===== config.mk =====
export PLATFORM = sky130hd
export DESIGN_NAME = max7219_chain
export DESIGN_NICKNAME = d
export VERILOG_FILES = /design/src/rtl/max7219_chain.sv
export SDC_FILE = /design/constraint.sdc
export NUM_CORES = 1
export LEC_CHECK = 0
export CAP_MARGIN = 20
export CORE_UTILIZATION = 60
export DETAILED_ROUTE_END_ITERATION = 12
export PLACE_DENSITY = 0.8
export SYNTH_ARGS = -nofsm -noshare
export SYNTH_HDL_FRONTEND = slang
export SYNTH_SLANG_ARGS = --single-unit

===== constraint.sdc =====
create_clock -name clk -period 3.9 [get_ports clk]
set_clock_uncertainty 0.15 [all_clocks]
set_input_delay 0.975 -clock clk [delete_from_list [all_inputs] [get_ports clk]]
set_output_delay 0.975 -clock clk [all_outputs]
set_load 0.005 [all_outputs]

===== src/rtl/max7219_chain.sv =====
// Continuous refresh driver for a daisy-chain of MAX7219 LED controllers.
// It holds a write-only SPI shifter and a register-row sequencer: init rows, then digit rows repeated forever.
module max7219_chain #(
   parameter int NUM_DEV       = 2,
   parameter int DIGITS        = 8,
   parameter int CLK_DIV       = 16,
   parameter int POR_CYCLES    = 1048576,
   parameter int REINIT_PASSES = 4096
) (
   input  logic                          clk,
   input  logic                          rst,
   input  logic [NUM_DEV*DIGITS*4-1:0]   display_value,
   input  logic [NUM_DEV*DIGITS-1:0]     dp,
   input  logic [3:0]                    intensity,
   output logic                          din,
   output logic                          sck,
   output logic                          load,
   output logic                          busy_init,
   output logic                          pass_done
);

   localparam int TOTAL_BITS = NUM_DEV * 16;
   localparam int BIT_W      = $clog2(TOTAL_BITS);
   localparam int PH_W       = $clog2(CLK_DIV);
   localparam int POR_W      = (POR_CYCLES > 1) ? $clog2(POR_CYCLES) : 1;
   localparam int PASS_W     = (REINIT_PASSES > 1) ? $clog2(REINIT_PASSES) : 1;

   localparam logic [BIT_W-1:0]  BIT_LAST   = BIT_W'(TOTAL_BITS - 1);
   localparam logic [PH_W-1:0]   PH_LAST    = PH_W'(CLK_DIV - 1);
   localparam logic [PH_W-1:0]   PH_HALF    = PH_W'(CLK_DIV / 2);
   localparam logic [POR_W-1:0]  POR_LAST   = POR_W'(POR_CYCLES - 1);
   localparam logic [PASS_W-1:0] PASS_LAST  = (REINIT_PASSES == 0) ? '0 : PASS_W'(REINIT_PASSES - 1);
   localparam logic [3:0]        DIG_LAST   = 4'(DIGITS);
   localparam logic [7:0]        SCAN_LIMIT = 8'(DIGITS - 1);

   typedef enum logic [2:0] {
      S_POR,
      S_INIT_ROW,
      S_PASS_START,
      S_REFRESH_ROW,
      S_SHIFT,
      S_LATCH,
      S_PASS_END
   } state_t;

   typedef enum logic [1:0] {
      ROW_INIT,
      ROW_INT,
      ROW_DIGIT
   } row_t;

   state_t                        state_reg, state_next;
   row_t                          row_reg, row_next;
   logic [2:0]                    init_idx_reg, init_idx_next;
   logic [3:0]                    digit_reg, digit_next;
   logic [BIT_W-1:0]              bit_cnt_reg, bit_cnt_next;
   logic [PH_W-1:0]               phase_reg, phase_next;
   logic [POR_W-1:0]              por_cnt_reg, por_cnt_next;
   logic [PASS_W-1:0]             pass_cnt_reg, pass_cnt_next;
   logic [TOTAL_BITS-1:0]         shift_reg, shift_next;
   logic [NUM_DEV*DIGITS*4-1:0]   value_snap_reg, value_snap_next;
   logic [NUM_DEV*DIGITS-1:0]     dp_snap_reg, dp_snap_next;
   logic [3:0]                    last_int_reg, last_int_next;
   logic                          busy_init_reg, busy_init_next;
   logic                          pass_done_reg, pass_done_next;
   logic                          din_reg, din_next;
   logic                          sck_reg, sck_next;
   logic                          load_reg, load_next;

   logic [11:0]                   init_word;
   logic [TOTAL_BITS-1:0]         init_frame;
   logic [TOTAL_BITS-1:0]         int_frame;
   logic [TOTAL_BITS-1:0]         refresh_frame;

   function automatic logic [6:0] seg7(input logic [3:0] n);
      logic [6:0] s;
      case (n)
         4'h0:    s = 7'h7E;
         4'h1:    s = 7'h30;
         4'h2:    s = 7'h6D;
         4'h3:    s = 7'h79;
         4'h4:    s = 7'h33;
         4'h5:    s = 7'h5B;
         4'h6:    s = 7'h5F;
         4'h7:    s = 7'h70;
         4'h8:    s = 7'h7F;
         4'h9:    s = 7'h7B;
         4'hA:    s = 7'h77;
         4'hB:    s = 7'h1F;
         4'hC:    s = 7'h4E;
         4'hD:    s = 7'h3D;
         4'hE:    s = 7'h4F;
         default: s = 7'h47;
      endcase
      return s;
   endfunction

   // {addr, data} of each init row; every device receives the same word
   always_comb begin
      init_word = 12'hC00;
      case (init_idx_reg)
         3'd0:    init_word = 12'hC00;
         3'd1:    init_word = 12'hF00;
         3'd2:    init_word = {4'hB, SCAN_LIMIT};
         3'd3:    init_word = 12'h900;
         3'd4:    init_word = {4'hA, 4'h0, intensity};
         default: init_word = 12'hC01;
      endcase
   end

   assign init_frame = {NUM_DEV{{4'h0, init_word}}};
   assign int_frame  = {NUM_DEV{{8'h0A, 4'h0, intensity}}};

   // Device k sits at frame slot k, so the farthest device occupies the MSBs and is shifted first
   genvar gi;
   generate
      for (gi = 0; gi < NUM_DEV; gi++) begin : g_dev
         logic [7:0] dev_data;
         always_comb begin
            dev_data = 8'h00;
            for (int j = 0; j < DIGITS; j++) begin
               if (digit_reg == 4'(j + 1)) begin
                  dev_data = {dp_snap_reg[gi*DIGITS + j],
                              seg7(value_snap_reg[4*(gi*DIGITS + j) +: 4])};
               end
            end
         end
         assign refresh_frame[16*gi +: 16] = {4'h0, digit_reg, dev_data};
      end
   endgenerate

   always_comb begin
      state_next      = state_reg;
      row_next        = row_reg;
      init_idx_next   = init_idx_reg;
      digit_next      = digit_reg;
      bit_cnt_next    = bit_cnt_reg;
      phase_next      = phase_reg;
      por_cnt_next    = por_cnt_reg;
      pass_cnt_next   = pass_cnt_reg;
      shift_next      = shift_reg;
      value_snap_next = value_snap_reg;
      dp_snap_next    = dp_snap_reg;
      last_int_next   = last_int_reg;
      busy_init_next  = busy_init_reg;

      case (state_reg)
         S_POR: begin
            if (por_cnt_reg == POR_LAST) begin
               state_next    = S_INIT_ROW;
               init_idx_next = 3'd0;
            end else begin
               por_cnt_next = por_cnt_reg + 1'b1;
            end
         end
         S_INIT_ROW: begin
            shift_next   = init_frame;
            row_next     = ROW_INIT;
            bit_cnt_next = '0;
            phase_next   = '0;
            state_next   = S_SHIFT;
            if (init_idx_reg == 3'd4) begin
               last_int_next = intensity;
            end
         end
         S_PASS_START: begin
            value_snap_next = display_value;
            dp_snap_next    = dp;
            digit_next      = 4'd1;
            if (intensity != last_int_reg) begin
               shift_next    = int_frame;
               row_next      = ROW_INT;
               last_int_next = intensity;
               bit_cnt_next  = '0;
               phase_next    = '0;
               state_next    = S_SHIFT;
            end else begin
               state_next = S_REFRESH_ROW;
            end
         end
         S_REFRESH_ROW: begin
            shift_next   = refresh_frame;
            row_next     = ROW_DIGIT;
            bit_cnt_next = '0;
            phase_next   = '0;
            state_next   = S_SHIFT;
         end
         S_SHIFT: begin
            if (phase_reg == PH_LAST) begin
               phase_next = '0;
               if (bit_cnt_reg == BIT_LAST) begin
                  state_next = S_LATCH;
               end else begin
                  bit_cnt_next = bit_cnt_reg + 1'b1;
                  shift_next   = {shift_reg[TOTAL_BITS-2:0], 1'b0};
               end
            end else begin
               phase_next = phase_reg + 1'b1;
            end
         end
         S_LATCH: begin
            if (phase_reg != PH_LAST) begin
               phase_next = phase_reg + 1'b1;
            end else begin
               phase_next = '0;
               case (row_reg)
                  ROW_INIT: begin
                     if (init_idx_reg == 3'd5) begin
                        busy_init_next = 1'b0;
                        state_next     = S_PASS_START;
                     end else begin
                        init_idx_next = init_idx_reg + 1'b1;
                        state_next    = S_INIT_ROW;
                     end
                  end
                  ROW_INT: begin
                     state_next = S_REFRESH_ROW;
                  end
                  default: begin
                     if (digit_reg == DIG_LAST) begin
                        state_next = S_PASS_END;
                     end else begin
                        digit_next = digit_reg + 1'b1;
                        state_next = S_REFRESH_ROW;
                     end
                  end
               endcase
            end
         end
         S_PASS_END: begin
            if (REINIT_PASSES != 0 && pass_cnt_reg == PASS_LAST) begin
               pass_cnt_next = '0;
               init_idx_next = 3'd0;
               state_next    = S_INIT_ROW;
            end else begin
               if (pass_cnt_reg != '1) begin
                  pass_cnt_next = pass_cnt_reg + 1'b1;
               end
               state_next = S_PASS_START;
            end
         end
         default: begin
            state_next = S_POR;
         end
      endcase

      // Pins are decoded from the upcoming state so they switch on the same edge as the sequencer
      din_next       = 1'b0;
      sck_next       = 1'b0;
      load_next      = 1'b1;
      pass_done_next = (state_next == S_PASS_END);
      if (state_next == S_SHIFT) begin
         load_next = 1'b0;
         din_next  = shift_next[TOTAL_BITS-1];
         sck_next  = (phase_next >= PH_HALF);
      end else if (state_next == S_LATCH) begin
         load_next = (phase_next >= PH_HALF);
      end
   end

   always_ff @(posedge clk) begin
      if (rst) begin
         state_reg      <= S_POR;
         row_reg        <= ROW_INIT;
         init_idx_reg   <= '0;
         digit_reg      <= 4'd1;
         bit_cnt_reg    <= '0;
         phase_reg      <= '0;
         por_cnt_reg    <= '0;
         pass_cnt_reg   <= '0;
         shift_reg      <= '0;
         value_snap_reg <= '0;
         dp_snap_reg    <= '0;
         last_int_reg   <= '0;
         busy_init_reg  <= 1'b1;
         pass_done_reg  <= 1'b0;
         din_reg        <= 1'b0;
         sck_reg        <= 1'b0;
         load_reg       <= 1'b1;
      end else begin
         state_reg      <= state_next;
         row_reg        <= row_next;
         init_idx_reg   <= init_idx_next;
         digit_reg      <= digit_next;
         bit_cnt_reg    <= bit_cnt_next;
         phase_reg      <= phase_next;
         por_cnt_reg    <= por_cnt_next;
         pass_cnt_reg   <= pass_cnt_next;
         shift_reg      <= shift_next;
         value_snap_reg <= value_snap_next;
         dp_snap_reg    <= dp_snap_next;
         last_int_reg   <= last_int_next;
         busy_init_reg  <= busy_init_next;
         pass_done_reg  <= pass_done_next;
         din_reg        <= din_next;
         sck_reg        <= sck_next;
         load_reg       <= load_next;
      end
   end

   assign din       = din_reg;
   assign sck       = sck_reg;
   assign load      = load_reg;
   assign busy_init = busy_init_reg;
   assign pass_done = pass_done_reg;

endmodule

==> impl_metrics.yaml <==
run_status:
  status: "complete, no violations"
sta:
  max_freq_ghz: 0.318
  worstMarginPinSlew_ps: 927
  slew_headroom_pct: 38.1
  finalMaxSlewViolations: 0
  layout_min_cycle_time_ps: 3140
  timing.final.crit_share_pct: 80.5
  rsz0062_at_grt: "false"
  fin_tns_setup_ps: 0
  finalHoldViolations: 0
  finalSetupViolCount: 0
synthesis:
  synth.area.top_cells: "dfxtp_1 38%, ha_1 10%, mux2i_1 8.4%"
  postSynthCellCount: 1642
  synth-seq-area-share_pct: 37.6
  yosysTopAreaCell: "dfxtp_1"
  yosysTopAreaCellShare_pct: 37.6
  synthFlopType: "dfxtp_1"
  async_flop_share_pct: 0
  synth_cell_types: 76
  syn-cell-area_um2: 15200
  syn-num-nets: 1854
  synth_edf_count: 0
  syn_area_per_cell_um2: 9.26
  ys_ff_latch: 286
  yosys_warnings: 0
pwr:
  powerDensity_nw_per_um2: 361
  peakVddDrop_uv: 521
  p_total_mw: 6.23
  p_leak_nw: 6.36
cells_and_area:
  final_nets: 1890
  antenna_cells: 0
  area_growth_syn_to_layout_pct: 13.3
  drive_gt1_share_pct: 7.94
hold_path:
  worstHoldStart: "busy_init$_SDFFE_PP1P_"
  worstHoldPathType: "register to register"
critical_path:
  reg2reg_from: "state_reg[0]$_SDFF_PP0_"
  worstPathRequired_ps: 4240
  critPathMaxStageDelay_ps: 450
  slowest_stage: "mux4_2"
  critPathLaunchType: "register"
  worstPathArrival_ps: 3480
  ff2ff_setup_slack_ps: 760
  path_cells: "buf_4 -> nor3b_4 -> buf_4 -> nand2_1 -> a21oi_1 -> inv_1 -> ha_1 -> inv_1 -> mux4_2 -> inv_1"
  cp-startpoint: "state_reg[0]$_SDFF_PP0_"
  cp_max_fo: 24
  crit_type: "register to register"
  worstRegToRegCells: 10
  cpMostUsedCell: "inv_1"
  cp-end-kind: "register"
clock_tree:
  cts_resized: 0
  cts_tree: "built"
  clock_sinks: 286
  root_buffer: "clkbuf_16"
  clock_latency_ps: 550
  htreeDepth: 1
  hold_buffers: 0
  cts_setup_buffers: 0
  clkTransAtPathRegs_ps: 70
  cts_buffer_depth: 3
  cts_buffers: 30
detailed_routing:
  drc: 0
  wl_met1_um: 15800
  drt-pass1-iter-count: 8
  post_drt_wl_per_cell_um: 17.5
  highest_layer: "met4"
  dr_total_vias: 12100
  drt-total-wl_um: 35500
  ant_nets: 0
  wl_met3_um: 1880
  routed_via_density: 5.97
  dr.first_iter.drc_count: 1082
  met2_length_um: 16800
global_routing:
  grt_pass1_wl_um: 57900
  grtUsageTotal_pct: 27.1
  antenna_found_initial: 0
  grt_pass1_vias: 11500
  grt-ovfl-total: 0
  grt_max_degree: 107
die:
  die_area_um2: 26000
  coreArea_um2: 24600
  row_count: 57
  die_width_um: 161
  initial_core_util_pct: 61.8
  io-pin-count: 91
  die_h_um: 161
placed_design:
  post-dp-hpwl_um: 24800
  portBuffers: 90
  place.gp.congestion: 0.939
flow_run:
  drv_cap: 0
[critical path: cells and delay by family, from the launching register on]
kind	cells	cell delay (ps)
compound gates	1	350
simple gates	2	430
flops	1	410
buf+inv	5	940
fa+ha+maj	1	320
mux	1	450
[cells by family (layout without fill, tap and decap cells)]
logic type	count (synthesis)	count (layout)	share of synthesized area (%)
xor+xnor	50	50	2.88
simple gates	484	484	16.6
mux	148	148	11.1
compound gates	322	322	14.7
flops	286	286	37.6
fa+ha+maj	126	126	10.4
buf+inv	226	285	6.71
[area by class of cell]
class	instances	area, µm²
repair buffers	112	1090
inverters	118	443
multi-input cells	1130	8480
clock inverters	17	288
well taps	324	405
fillers	1831	7360
clock buffers	38	812
flip-flops and latches	286	5730
[synthesized netlist by cell type, drive strengths merged, types with 11 or more instances]
cell	n
a211oi	20
a21oi	99
a221oi	18
a22oi	53
a2bb2oi	16
a31oi	13
buf	51
clkbuf	57
dfxtp	286
ha	126
inv	116
mux2i	128
mux4	16
nand2	99
nand3	22
nand3b	26
nand4	18
nor2	141
nor2b	11
nor3	35
nor3b	15
nor4	21
o211ai	19
o21ai	26
or2	34
or3	17
xnor2	30
xor2	20
[routing by layer]
layer	vias to the layer above	GRT usage, %
li1	5896	-
met1	5704	35.8
met2	404	46.2
met3	77	2.98
met4	0	8.66
met5	-	0
[where the power goes]
part,total (mW),internal (mW),switching (mW),leakage [nW]
Sequential,2.93,2.92,0.00292,2.31
Clock,3.16,1.95,1.21,0.535
Combinational,0.147,0.0835,0.0633,3.52
Total,6.23,4.96,1.27,6.36
[cell usage in the layout, fill, tap and decap left out, drive strengths merged, types with 19 or more instances in the layout]
cell and instances:
nor4 21, a211oi 20, a22oi 53, nand3 22
buf 23, inv 120, clkbuf 38, clkdlybuf4s50 89
nand3b 26, nand2 99, o211ai 19, nor2 141
ha 126, or2 34, xor2 20, xnor2 30
mux2i 128, a21oi 99, nor3 35, dfxtp 286
o21ai 26
[per-stage QoR]
stage | worst slack [ps] | instance area, µm² | hold WS (ps) | utilization, % | instances
after floorplan | 733 | 15200 | 286 | - | 1642
after global placement | 757 | 16100 | 283 | 65.5 | 1969
after detailed placement | 646 | 16100 | 291 | 65.5 | 1969
after CTS | 797 | 17200 | 307 | 70.0 | 2024
after global routing | 593 | 17200 | 324 | 70.1 | 2025
final | 759 | 17200 | 304 | 70.1 | 2025
[worst min path at each step]
stage,endpoint,slack (ps),cells past startpoint
floorplan,dp_snap_reg[15]$_SDFFE_PP0P_,290,2
global route,busy_init$_SDFFE_PP1P_,320,2
detailed placement,busy_init$_SDFFE_PP1P_,290,2
global placement,busy_init$_SDFFE_PP1P_,280,2
finish,busy_init$_SDFFE_PP1P_,300,2
CTS,busy_init$_SDFFE_PP1P_,310,2
(Power assumes the default switching activity.)
